`src/rtl/param_sequencer_fsm_if.sv`:
```
// Bus between the program sequencer and its instruction memory / datapath.
// The sequencer takes the master modport; memory/datapath models take the slave modport.
interface param_sequencer_fsm_if #(
  parameter int ADDR_W = 8,
  parameter int OPC_W  = 3,
  parameter int REG_W  = 2,
  parameter int IMM_W  = 8,
  parameter int CNT_W  = 16
);
  localparam int INSTR_W = OPC_W + 2*REG_W + 1 + IMM_W;

  logic               start;
  logic [3:0]         alu_flags;
  logic [INSTR_W-1:0] instr_rdata;
  logic [ADDR_W-1:0]  instr_addr;
  logic               WE;
  logic               ALUorM;
  logic [2:0]         ALUCntr;
  logic               ALUSrc2;
  logic [REG_W-1:0]   RDst3;
  logic [REG_W-1:0]   RSrc1;
  logic [IMM_W-1:0]   Src2;
  logic               busy;
  logic               done;
  logic [CNT_W-1:0]   instr_count;
  logic [2:0]         state;

  modport master (
    input  start, alu_flags, instr_rdata,
    output instr_addr, WE, ALUorM, ALUCntr, ALUSrc2, RDst3, RSrc1, Src2,
           busy, done, instr_count, state
  );

  modport slave (
    output start, alu_flags, instr_rdata,
    input  instr_addr, WE, ALUorM, ALUCntr, ALUSrc2, RDst3, RSrc1, Src2,
           busy, done, instr_count, state
  );
endinterface

```
`src/rtl/param_sequencer_fsm.sv`:
```
// Multi-cycle program sequencer: FETCH/DECODE/EXEC per instruction, conditional branch on
// registered ALU flags, HALT -> DONE. Optional single-step WAIT state via CTRL_SEQ_STEP_EN.
module param_sequencer_fsm #(
  parameter int ADDR_W = 8,
  parameter int OPC_W  = 3,
  parameter int REG_W  = 2,
  parameter int IMM_W  = 8,
  parameter int CNT_W  = 16
) (
  input  logic clk,
  input  logic reset,
`ifdef CTRL_SEQ_STEP_EN
  input  logic step,
`endif
  param_sequencer_fsm_if.master bus
);
  localparam int INSTR_W = OPC_W + 2*REG_W + 1 + IMM_W;

  localparam logic [2:0] S_IDLE   = 3'd0;
  localparam logic [2:0] S_FETCH  = 3'd1;
  localparam logic [2:0] S_DECODE = 3'd2;
  localparam logic [2:0] S_EXEC   = 3'd3;
  localparam logic [2:0] S_DONE   = 3'd4;
  localparam logic [2:0] S_WAIT   = 3'd5;

  localparam logic [OPC_W-1:0] OP_LDI  = OPC_W'(5);
  localparam logic [OPC_W-1:0] OP_BR   = OPC_W'(6);
  localparam logic [OPC_W-1:0] OP_HALT = OPC_W'(7);

  logic [2:0]         state_q, state_d;
  logic [ADDR_W-1:0]  pc_q, pc_d;
  logic [INSTR_W-1:0] ir_q, ir_d;
  logic [3:0]         flag_q, flag_d;
  logic [CNT_W-1:0]   cnt_q, cnt_d;

  logic [OPC_W-1:0]   opc;
  logic [REG_W-1:0]   rdst;
  logic [REG_W-1:0]   rsrc;
  logic [IMM_W-1:0]   imm;
  logic [3:0]         flag_sh;
  logic               we, aluorm;
  logic [2:0]         alucntr;

  function automatic logic [CNT_W-1:0] sat_inc(input logic [CNT_W-1:0] c);
    if (c == {CNT_W{1'b1}}) return c;
    return c + CNT_W'(1);
  endfunction

  assign opc  = ir_q[INSTR_W-1 -: OPC_W];
  assign rdst = ir_q[IMM_W+1+2*REG_W-1 -: REG_W];
  assign rsrc = ir_q[IMM_W+REG_W -: REG_W];
  assign imm  = ir_q[IMM_W-1:0];

  // Register selects a flag bit {N,Z,C,V}[idx]; RSrc1[0] inverts the condition.
  assign flag_sh = flag_q >> rdst;

  always_comb begin
    state_d = state_q;
    pc_d    = pc_q;
    ir_d    = ir_q;
    flag_d  = flag_q;
    cnt_d   = cnt_q;
    we      = 1'b0;
    aluorm  = 1'b0;
    alucntr = 3'd0;
    case (state_q)
      S_IDLE: begin
        if (bus.start) begin
          state_d = S_FETCH;
          pc_d    = '0;
          cnt_d   = '0;
          flag_d  = '0;
        end
      end
      S_FETCH:  state_d = S_DECODE;
      S_DECODE: begin
        ir_d    = bus.instr_rdata;
        state_d = S_EXEC;
      end
      S_EXEC: begin
        cnt_d = sat_inc(cnt_q);
        pc_d  = pc_q + ADDR_W'(1);
`ifdef CTRL_SEQ_STEP_EN
        state_d = S_WAIT;
`else
        state_d = S_FETCH;
`endif
        if (opc < OP_LDI) begin
          we      = 1'b1;
          alucntr = 3'(opc);
          flag_d  = bus.alu_flags;
        end else if (opc == OP_LDI) begin
          we     = 1'b1;
          aluorm = 1'b1;
        end else if (opc == OP_BR) begin
          if (flag_sh[0] ^ rsrc[0]) pc_d = ADDR_W'(imm);
        end else if (opc == OP_HALT) begin
          pc_d    = pc_q;
          state_d = S_DONE;
        end
      end
      S_DONE: state_d = S_IDLE;
      S_WAIT: begin
`ifdef CTRL_SEQ_STEP_EN
        if (step) state_d = S_FETCH;
`else
        state_d = S_IDLE;
`endif
      end
      default: state_d = S_IDLE;
    endcase
  end

  always_ff @(posedge clk or negedge reset) begin
    if (!reset) begin
      state_q <= S_IDLE;
      pc_q    <= '0;
      ir_q    <= '0;
      flag_q  <= '0;
      cnt_q   <= '0;
    end else begin
      state_q <= state_d;
      pc_q    <= pc_d;
      ir_q    <= ir_d;
      flag_q  <= flag_d;
      cnt_q   <= cnt_d;
    end
  end

  assign bus.instr_addr  = pc_q;
  assign bus.WE          = we;
  assign bus.ALUorM      = aluorm;
  assign bus.ALUCntr     = alucntr;
  assign bus.ALUSrc2     = ir_q[IMM_W];
  assign bus.RDst3       = rdst;
  assign bus.RSrc1       = rsrc;
  assign bus.Src2        = imm;
  assign bus.busy        = (state_q != S_IDLE);
  assign bus.done        = (state_q == S_DONE);
  assign bus.instr_count = cnt_q;
  assign bus.state       = state_q;
endmodule
```
`src/flat_wrapper.sv`:
```
// flat-port wrapper written by rule: the top's interface ports become plain ports
module param_sequencer_fsm_flat 
#(
  parameter int ADDR_W = 8,
  parameter int OPC_W  = 3,
  parameter int REG_W  = 2,
  parameter int IMM_W  = 8,
  parameter int CNT_W  = 16
)
  (clk, reset, bus_start, bus_alu_flags, bus_instr_rdata, bus_instr_addr, bus_WE, bus_ALUorM, bus_ALUCntr, bus_ALUSrc2, bus_RDst3, bus_RSrc1, bus_Src2, bus_busy, bus_done, bus_instr_count, bus_state);
  param_sequencer_fsm_if #(.ADDR_W(ADDR_W), .OPC_W(OPC_W), .REG_W(REG_W), .IMM_W(IMM_W), .CNT_W(CNT_W)) bus_i ();
  input  logic clk;
  input  logic reset;
  input wire logic [$bits(bus_i.start)-1:0] bus_start;
  input wire logic [$bits(bus_i.alu_flags)-1:0] bus_alu_flags;
  input wire logic [$bits(bus_i.instr_rdata)-1:0] bus_instr_rdata;
  output wire logic [$bits(bus_i.instr_addr)-1:0] bus_instr_addr;
  output wire logic [$bits(bus_i.WE)-1:0] bus_WE;
  output wire logic [$bits(bus_i.ALUorM)-1:0] bus_ALUorM;
  output wire logic [$bits(bus_i.ALUCntr)-1:0] bus_ALUCntr;
  output wire logic [$bits(bus_i.ALUSrc2)-1:0] bus_ALUSrc2;
  output wire logic [$bits(bus_i.RDst3)-1:0] bus_RDst3;
  output wire logic [$bits(bus_i.RSrc1)-1:0] bus_RSrc1;
  output wire logic [$bits(bus_i.Src2)-1:0] bus_Src2;
  output wire logic [$bits(bus_i.busy)-1:0] bus_busy;
  output wire logic [$bits(bus_i.done)-1:0] bus_done;
  output wire logic [$bits(bus_i.instr_count)-1:0] bus_instr_count;
  output wire logic [$bits(bus_i.state)-1:0] bus_state;
  assign bus_i.start = bus_start;
  assign bus_i.alu_flags = bus_alu_flags;
  assign bus_i.instr_rdata = bus_instr_rdata;
  assign bus_instr_addr = bus_i.instr_addr;
  assign bus_WE = bus_i.WE;
  assign bus_ALUorM = bus_i.ALUorM;
  assign bus_ALUCntr = bus_i.ALUCntr;
  assign bus_ALUSrc2 = bus_i.ALUSrc2;
  assign bus_RDst3 = bus_i.RDst3;
  assign bus_RSrc1 = bus_i.RSrc1;
  assign bus_Src2 = bus_i.Src2;
  assign bus_busy = bus_i.busy;
  assign bus_done = bus_i.done;
  assign bus_instr_count = bus_i.instr_count;
  assign bus_state = bus_i.state;
  param_sequencer_fsm #(.ADDR_W(ADDR_W), .OPC_W(OPC_W), .REG_W(REG_W), .IMM_W(IMM_W), .CNT_W(CNT_W)) u_core (.clk(clk), .reset(reset), .bus(bus_i));
endmodule
```
`config.mk`:
```
export PLATFORM = sky130hd
export DESIGN_NAME = param_sequencer_fsm_flat
export DESIGN_NICKNAME = d
export VERILOG_FILES = /design/src/rtl/param_sequencer_fsm_if.sv /design/src/rtl/param_sequencer_fsm.sv /design/src/flat_wrapper.sv
export SDC_FILE = /design/constraint.sdc
export NUM_CORES = 1
export LEC_CHECK = 0
export ABC_AREA = 1
export ABC_CLOCK_PERIOD_IN_PS = 2000
export BUFFER_PORTS_ARGS = -buffer_cell sky130_fd_sc_hd__buf_2
export CORE_AREA = 2 2 115 72
export CTS_CLUSTER_SIZE = 10
export DETAILED_ROUTE_END_ITERATION = 10
export DIE_AREA = 0 0 117 74
export MAX_ROUTING_LAYER = met4
export PLACE_DENSITY = 0.58
export SLEW_MARGIN = 20
export SYNTH_ARGS = -nofsm -noshare
export SYNTH_HDL_FRONTEND = slang
export SYNTH_SLANG_ARGS = --single-unit
```
`constraint.sdc`:
```
create_clock -name clk -period 2 [get_ports clk]
set_input_delay 0.2 -clock clk [delete_from_list [all_inputs] [get_ports clk]]
set_output_delay 0.2 -clock clk [all_outputs]
set_load 0.005 [all_outputs]
```
==> out/metrics.yaml <==
cts:
  cts.htree.levels: 2
  cts_root_buf: "clkbuf_16"
  cts_buffers: 5
  clk_latency_ns: 0.28
  path_clk_slew_ns: 0.06
  cts_sinks: 47
  cts_tree: "yes"
  cts_resized: 0
  cts_buffer_depth: 2
pwr:
  total_power_mw: 4.53
  ir_drop_mv: 0.509
  powerDensity_nw_per_um2: 1410
  p_leak_nw: 1.69
synth:
  synth-seq-cells: 47
  synth.area.top_cells: "dfrtp_1 (45%), nand2_1 (18%), nand3_1 (6.9%)"
  synth-seq-area-share: 0.450
  synth.top_cell.area_share: 0.450
  syn_nets: 377
  ys_warn_count: 0
  avgSynthCellArea_sq_um: 7.42
  synth.distinct_cells: 26
  syn-cell-area_sq_um: 2610
  synth_area_leader_cell: "dfrtp_1"
  synthCells: 352
detailed_routing:
  detail_route.iter0.violations: 182
  routed-via-count: 2362
  wl_per_cell_um: 12.6
  via_per_inst: 4.48
  wirelength_um: 6640
  ant_nets: 0
  drt-pass1-iter-count: 4
  drc: 0
hold_path:
  hp-start: "bus_instr_rdata[15]"
  min_to: "u_core.ir_q[15]"
  whs_path_depth: 3
  worst_hold_path_type: "in -> reg"
critical_path:
  r2r_cells: 7
  crit_path_start_kind: "register"
  end_kind: "output pin"
  reg2reg_from: "u_core.bus.instr_count[0]"
  slowest_delay_ns: 0.45
  rr_endpoint: "u_core.bus.instr_count[13]"
  reg2reg_slack_ns: 0.25
  critPathSlowestCell: "dfrtp_1"
  critPathRequiredTime_ns: 1.80
  cp_max_fo: 7
  crit_path_cell_trace: "nor2_2 -> clkinv_1 -> nor3_1 -> buf_2"
  crit_arrival_ns: 1.57
  worstSetupPathType: "reg -> out"
timing:
  period_needed_ns: 1.77
  post-route-period-util: 0.883
  relSlewSlack: 0.706
  fin_tns_setup_ns: 0
  skew_ns: 0.00875
  hold_viol: 0
  worst_slack_ns: 0.234
  rsz0062_at_grt: "no"
  fin_hold_ws_ns: 0.114
  clock.fmax_mhz: 566
  setup_viol: 0
  tightest_slew_ns: 0.441
  drv_slew: 0
global_route:
  grt_pass1_wl_um: 10800
  grt_max_degree: 32
  grt_overflow: 0
  antenna_found_initial: 0
  grt_pass1_vias: 2139
  grt_usage: 0.168
finish:
  antenna_cells: 0
  finalNonFillerCells: 527
  drive_gt1_frac: 0.229
  layout_common_cells: "nand2_1 (122), buf_2 (69), dfrtp_1 (47)"
  register_area_sq_um: 1180
  area_growth_pct: 23.2
  layout_commonest_cell: "nand2_1"
  num-fill-cells: 817
  nets: 443
  multi_input_area_sq_um: 1200
die:
  die_y_um: 74
  io_pins: 70
  start_util: 0.341
  core_area_sq_um: 7660
  dieArea_sq_um: 8660
  fp.dieW_um: 117
  rows: 25
place:
  port_buffers: 69
  place_congestion: 0.888
  placed_cells: 518
  hpwl_um: 5140
  place_ws_ns: 0.280
outcome:
  status: "complete, no violations"
job:
  max_cap_viol_count: 0
critical path: cells and delay by family, from the launching register on:
kind | cells | cell delay (ns)
and+or+nand+nor | 2 | 0.46
DFF | 1 | 0.45
buffers and inverters | 2 | 0.37
state kept, by name, summed over array words and instances (netlist names):
signal and count:
u_core.ir_q 16, u_core.bus.instr_addr 8, u_core.flag_q 4, u_core.bus.instr_count 16
u_core.bus.state 3
area by class of cell:
type,instances,share of cell area
inverter,32,0.0373
multi-input combinational,254,0.372
sequential,47,0.365
clock buffer,6,0.0432
tap,108,0.0420
clock inverter,2,0.0109
timing repair buffer,78,0.129
kinds of logic after synthesis:
family,share of synthesized area
and+or+nand+nor,0.330
buffers and inverters,0.0934
xor gates and xnor gates,0.0469
adders and majority gates,0.00958
AOI/OAI and AO/OA,0.0704
DFF,0.450
cell usage after synthesis (all sizes together):
master    n
nand3    37
nand2   123
dfrtp    47
nor2     36
ha        2
a21o      1
or2       1
clkinv    1
buf      14
nand3b    1
o21ai    27
a21oi     2
clkbuf    5
o31ai     1
xor2     10
inv      31
nand4     3
nor3      4
o21bai    1
xnor2     4
a31o      1
worst max-delay path by stage:
stage,to,startpoint,slack [ns],cells past startpoint
6_report,bus_ALUCntr[0],u_core.bus.state[2],0.23,4
5_1_grt,u_core.bus.instr_count[8],u_core.bus.instr_count[0],0.07,8
4_1_cts,bus_ALUCntr[0],u_core.bus.state[2],0.22,4
3_5_place_dp,u_core.bus.instr_count[5],u_core.bus.instr_count[0],0.28,7
3_3_place_gp,u_core.bus.instr_count[0],u_core.bus.state[1],0.35,10
2_1_floorplan,u_core.bus.instr_count[15],u_core.bus.instr_count[0],0.49,7
through the flow:
| step | instance area (sq um) | util |
|---|---|---|
| 2_1_floorplan | 2610 | - |
| 3_3_place_gp | 3030 | 0.396 |
| 3_5_place_dp | 3030 | 0.396 |
| 4_1_cts | 3220 | 0.420 |
| 5_1_grt | 3220 | 0.420 |
| 6_report | 3220 | 0.420 |
where the power goes:
group	internal [mW]	switching, mW
sequential	1.29	0.345
clock	0.622	0.345
combinational	0.721	1.21
total	2.63	1.90
metal layers:
layer / global-route usage / routed length [um] / vias to the layer above
li1: - / - / 1230
met2: 0.206 / 2530 / 52
met3: 0.0318 / 298 / 7
met4: 0.0431 / 69 / 0
met5: - / 0 / -
met1: 0.273 / 3730 / 1073
what timing repair did:
action / 4_1_cts / 5_1_grt
hold endpoints to repair: 11 / 0
hold buffers: 1 / 0
setup buffers: 0 / 0
No activity file was read; power rests on OpenSTA's default activity.
